[src/rtl/video_timing_gen.sv]
// Synthetic raster source: programmable h/v timing with four selectable test patterns.
// All outputs are registered one clock after the counter state they describe.
module video_timing_gen #(
  parameter int unsigned COLORDEPTH = 8,
  parameter int unsigned H_ACTIVE   = 1600,
  parameter int unsigned H_FP       = 24,
  parameter int unsigned H_SYNC     = 72,
  parameter int unsigned H_BP       = 96,
  parameter int unsigned V_ACTIVE   = 900,
  parameter int unsigned V_FP       = 1,
  parameter int unsigned V_SYNC     = 3,
  parameter int unsigned V_BP       = 96,
  parameter int unsigned POL_HS     = 1,
  parameter int unsigned POL_VS     = 1,
  parameter int unsigned CHK_LOG2   = 5
) (
  input  logic                  clk,
  input  logic                  rst,
  input  logic                  en,
  input  logic [1:0]            pattern_i,
  output logic [COLORDEPTH-1:0] red_o,
  output logic [COLORDEPTH-1:0] green_o,
  output logic [COLORDEPTH-1:0] blue_o,
  output logic                  dv_o,
  output logic                  hs_o,
  output logic                  vs_o,
  output logic                  frame_start_o
);

  localparam int unsigned H_TOTAL = H_ACTIVE + H_FP + H_SYNC + H_BP;
  localparam int unsigned V_TOTAL = V_ACTIVE + V_FP + V_SYNC + V_BP;
  localparam int unsigned HW      = $clog2(H_TOTAL);
  localparam int unsigned VW      = $clog2(V_TOTAL);
  localparam int unsigned PW      = HW + 5;
  localparam int unsigned BAR_W   = H_ACTIVE / 8;
  localparam int unsigned SW      = (BAR_W > 1) ? $clog2(BAR_W) : 1;
  localparam logic        HS_IDLE = (POL_HS != 0) ? 1'b0 : 1'b1;
  localparam logic        VS_IDLE = (POL_VS != 0) ? 1'b0 : 1'b1;
  localparam logic [COLORDEPTH-1:0] MAX = '1;

  logic [HW-1:0]         h_cnt;
  logic [VW-1:0]         v_cnt;
  logic [HW-1:0]         pos;
  logic [1:0]            pattern_q;
  logic [SW-1:0]         seg_cnt;
  logic [2:0]            bar_idx;

  logic                  h_last, v_last, frame_first;
  logic                  dv_c, hs_c, vs_c, bar_on;
  logic [1:0]            pat_c;
  logic [PW-1:0]         h_ext, pos_ext, pos_p4;
  logic [HW-1:0]         pos_nxt;
  logic [COLORDEPTH-1:0] r_c, g_c, b_c;

  // Raster decode and pixel generation for the current counter position
  always_comb begin
    r_c         = '0;
    g_c         = '0;
    b_c         = '0;
    h_last      = (h_cnt == HW'(H_TOTAL - 1));
    v_last      = (v_cnt == VW'(V_TOTAL - 1));
    frame_first = (h_cnt == '0) && (v_cnt == '0);
    dv_c        = (h_cnt < HW'(H_ACTIVE)) && (v_cnt < VW'(V_ACTIVE));
    hs_c        = (h_cnt >= HW'(H_ACTIVE + H_FP)) && (h_cnt <= HW'(H_ACTIVE + H_FP + H_SYNC - 1));
    vs_c        = (v_cnt >= VW'(V_ACTIVE + V_FP)) && (v_cnt <= VW'(V_ACTIVE + V_FP + V_SYNC - 1));
    // The pattern sampled at frame start already applies to pixel (0,0)
    pat_c       = frame_first ? pattern_i : pattern_q;
    h_ext       = PW'(h_cnt);
    pos_ext     = PW'(pos);
    pos_p4      = pos_ext + PW'(4);
    pos_nxt     = (pos_p4 >= PW'(H_ACTIVE)) ? '0 : HW'(pos_p4);
    bar_on      = (h_ext >= pos_ext) && (h_ext < pos_ext + PW'(16));
    if (dv_c) begin
      case (pat_c)
        2'd0: begin
          r_c = bar_idx[1] ? '0 : MAX;
          g_c = bar_idx[2] ? '0 : MAX;
          b_c = bar_idx[0] ? '0 : MAX;
        end
        2'd1: begin
          r_c = COLORDEPTH'(h_cnt);
          g_c = COLORDEPTH'(h_cnt);
          b_c = COLORDEPTH'(h_cnt);
        end
        2'd2: begin
          if (h_cnt[CHK_LOG2] ^ v_cnt[CHK_LOG2]) begin
            r_c = MAX;
            g_c = MAX;
            b_c = MAX;
          end
        end
        default: begin
          if (bar_on) begin
            r_c = MAX;
            g_c = MAX;
            b_c = MAX;
          end
        end
      endcase
    end
  end

  // Counters, frame state and registered outputs
  always_ff @(posedge clk) begin
    if (rst) begin
      h_cnt         <= '0;
      v_cnt         <= '0;
      pos           <= '0;
      pattern_q     <= 2'd0;
      seg_cnt       <= '0;
      bar_idx       <= 3'd0;
      red_o         <= '0;
      green_o       <= '0;
      blue_o        <= '0;
      dv_o          <= 1'b0;
      hs_o          <= HS_IDLE;
      vs_o          <= VS_IDLE;
      frame_start_o <= 1'b0;
    end else if (en) begin
      red_o         <= r_c;
      green_o       <= g_c;
      blue_o        <= b_c;
      dv_o          <= dv_c;
      hs_o          <= hs_c ^ HS_IDLE;
      vs_o          <= vs_c ^ VS_IDLE;
      frame_start_o <= frame_first;
      if (frame_first) pattern_q <= pattern_i;
      if (h_last) begin
        h_cnt   <= '0;
        seg_cnt <= '0;
        bar_idx <= 3'd0;
        if (v_last) begin
          v_cnt <= '0;
          pos   <= pos_nxt;
        end else begin
          v_cnt <= v_cnt + VW'(1);
        end
      end else begin
        h_cnt <= h_cnt + HW'(1);
        // Bar index advances on a segment counter instead of dividing h_cnt
        if (seg_cnt == SW'(BAR_W - 1)) begin
          seg_cnt <= '0;
          bar_idx <= bar_idx + 3'd1;
        end else begin
          seg_cnt <= seg_cnt + SW'(1);
        end
      end
    end else begin
      red_o         <= '0;
      green_o       <= '0;
      blue_o        <= '0;
      dv_o          <= 1'b0;
      hs_o          <= HS_IDLE;
      vs_o          <= VS_IDLE;
      frame_start_o <= 1'b0;
    end
  end

endmodule
[config.mk]
export PLATFORM = sky130hd
export DESIGN_NAME = video_timing_gen
export DESIGN_NICKNAME = d
export VERILOG_FILES = /design/src/rtl/video_timing_gen.sv
export SDC_FILE = /design/constraint.sdc
export NUM_CORES = 1
export LEC_CHECK = 0
export ABC_CLOCK_PERIOD_IN_PS = 2370
export CORE_ASPECT_RATIO = 1.5
export CORE_UTILIZATION = 45
export CTS_BUF_LIST = sky130_fd_sc_hd__clkbuf_2
export DETAILED_ROUTE_END_ITERATION = 8
export PLACE_DENSITY = 0.74
export SYNTH_ARGS = -nofsm -noshare
export SYNTH_HDL_FRONTEND = slang
export SYNTH_SLANG_ARGS = --single-unit
[constraint.sdc]
create_clock -name clk -period 2.37 [get_ports clk]
set_clock_uncertainty 0.05 [all_clocks]
set_input_delay 0.3555 -clock clk [delete_from_list [all_inputs] [get_ports clk]]
set_output_delay 0.3555 -clock clk [all_outputs]
set_load 0.05 [all_outputs]
==> reports/metrics.cfg <==
[critical_path]
cp_max_fo=6
r2r_cells=12
worstSetupPathType=reg2reg
worstSetupEndpointType=flop
cp-start-kind=flop
worstPathArrival_ns=2.92
worstPathRequired_ns=2.81

[detailed_routing]
drcViolationCount=0
wl_met2_um=5170
ant_nets=0
drt_iter0_drc=168
wl_met3_um=293
finalWirelength_um=9720
vias=3446
post_drt_wl_per_cell_um=15.7
drtPass1Iterations=4
avgViaCountPerCell=5.56
top_layer=met4
met1_length_um=3800

[yosys]
synth_fp_nets=461
synth_area_um2=3710
synthCells=430
yosysSeqAreaShare_pct=38.3
async_reset_ff_share_pct=0
yosysMostFrequentCell=dfxtp_1
yosysTopAreaCellShare_pct=38.3
ys_ff_latch=71
synth_top_cells_by_count=dfxtp_1 (71), nor2_1 (45), a21oi_1 (44), nand2_1 (31), ha_1 (26)
synth_area_leader_cell=dfxtp_1
synth.distinct_cells=56
ys.flop_type=dfxtp_1
synth_edf_count=0
ys_warn_count=0
yosys-top-cells-area=dfxtp_1 (38%), ha_1 (8.8%), a21oi_1 (5.9%)
avgSynthCellArea_um2=8.64

[timing]
slew_headroom_pct=12.8
tightest_slew_ns=1.31
hold_violations=0
timing.final.ws_setup_ns=-0.102
finalMaxSlewViolations=0
post-route-period-util_pct=104
fin_hold_ws_ns=0.409
setup_violations=24
fmax_ghz=0.404
rsz0062_at_grt=yes
finalWorstPathRequiredPeriod_ns=2.47

[clock_tree]
cts-root-buf=clkbuf_2
clkTransAtPathRegs_ns=0.24
clock_latency_ns=0.55
cts_hold_buf=0
cts_buffer_depth=2
tritoncts=done
htreeDepth=3
cts_made_buffers=9
cts_sinks=71

[outcome]
status=complete, but fails checks
violations=negative setup slack

[layout]
antenna_cells=0
area_delta_synth_final_pct=29.8
drive_gt1_share_pct=22.5
seqCellArea_um2=1430
n_fill_cell=725
final_cells=620
fin_util_pct=60.2
multi_input_area_um2=2280
final_nets=541

[place]
gp_congestion=0.915
port_buffers=32
place_hpwl_um=7340
dp_cells=603

[power_and_ir_drop]
power.leakage_nw=1.93
peakVddDrop_mv=0.501
internal-power_mw=1.70
p_seq_share_pct=50.3
powerDensity_nw_per_um2=524
switching_share_pct=32.6
p_clk_share_pct=30.4
power.switching_mw=0.824
combPwrFrac_pct=19.3

[die]
pin_count=33
initial_utilization_pct=46.4
die_area_um2=8630
die_w_um=76.2
fp-row-count=40
core-area_um2=8010
die_h_um=113

[global_route]
grt_pass1_wl_um=16200
first_global_vias=3607
overflow=0
antenna_found_initial=0
grt_max_degree=26
grt_usage_pct=23.7

[job]
cap_violations=0

[min_path]
hold-path-cell-count=3
min_path_type=in2reg

## routing by layer
layer | vias to the layer above | global-route usage, %
li1 | 1691 | -
met2 | 92 | 44.1
met3 | 41 | 4.52
met1 | 1622 | 24.0
met4 | 0 | 15.5
met5 | - | 0
## kinds of logic after synthesis
kind of cell / after synthesis / synth area share (%)
and+or+nand+nor: 172 / 25.8
DFF: 71 / 38.3
xor gates and xnor gates: 31 / 7.31
muxes: 5 / 1.35
buffers and inverters: 41 / 4.55
AOI/OAI and AO/OA: 84 / 13.9
adders and majority gates: 26 / 8.76
## through the flow
step / TNS [ns] / setup WS (ns) / area, um^2 / power [mW]
floorplan: 0 / 0.00862 / 3740 / 1.57
global placement: -0.124 / -0.0838 / 4530 / 1.73
detailed placement: -2.39 / -0.120 / 4530 / 1.74
CTS: -1.01 / -0.0699 / 4760 / 2.52
global route: -4.95 / -0.246 / 4820 / 2.62
finish: -1.24 / -0.102 / 4820 / 2.52
## path summary, 6_finish.rpt
| kind | to | start | slack, ns |
|---|---|---|---|
| worst max-delay path | blue_o[2]$_SDFF_PP0_ | pos[5]$_SDFFE_PP0P_ | -0.10 |
| worst min-delay path | pattern_q[1]$_SDFFE_PP0P_ | pattern_i[1] | 0.41 |
| worst max register to register | blue_o[2]$_SDFF_PP0_ | pos[5]$_SDFFE_PP0P_ | -0.10 |
| worst min register to register | seg_cnt[7]$_SDFFE_PP0P_ | seg_cnt[7]$_SDFFE_PP0P_ | 0.45 |
## registers in the layout, indices dropped and copies added (netlist names), 2 cells and up
register   flops
bar_idx        3
blue_o         8
green_o        8
h_cnt         11
pattern_q      2
pos            9
red_o          8
seg_cnt        8
v_cnt         10
## repair_timing
action,4_1_cts,5_1_grt
setup buffers,3,0
resized for setup,18,13
pin swaps,10,7
endpoints found under the setup margin,24,29
## power by group through the flow
stage / logic [mW] / registers [mW] / clock network, mW
global placement: 0.441 / 1.29 / 0
finish: 0.487 / 1.27 / 0.767
CTS: 0.478 / 1.27 / 0.770
detailed placement: 0.450 / 1.29 / 0
floorplan: 0.149 / 1.42 / 0
global route: 0.517 / 1.27 / 0.828
## placed cells by master, fill, tap and decap left out, types with 3 or more instances in the layout
cell / count
dfxtp_1: 68
buf_4: 53
nor2_1: 45
a21oi_1: 34
clkdlybuf4s50_1: 32
nand2_1: 30
ha_1: 25
inv_1: 21
xor2_1: 17
nand4_1: 16
o21ai_0: 15
nand3_1: 13
xnor2_1: 12
a21oi_2: 10
nand2b_1: 9
clkbuf_2: 9
nor4_1: 8
nor3_1: 7
and3_1: 6
mux2i_1: 4
or2_2: 3
nand4b_1: 3
nor3b_1: 3
nor4b_1: 3
a2bb2oi_4: 3
buf_6: 3
## worst max-delay path, cell delays in order, from the launching register on
cell and delay, ns:
dfxtp_2 0.41, ha_4 0.15, nand3_4 0.09, xnor2_2 0.14
ha_1 0.31, a21o_1 0.18, a211oi_2 0.25, o311ai_1 0.13
a22oi_1 0.17, buf_4 0.19, a2bb2oi_4 0.08, buf_6 0.14
a21oi_2 0.12
## layout make-up
type,instances,area share (%)
clock buffer,9,0.935
clock inverter,7,1.77
inverter,21,1.64
multi-input combinational,318,47.3
sequential,71,29.6
tap,105,2.73
timing repair buffer,89,16.0
Note: power is estimated with default switching activity, not from simulation.
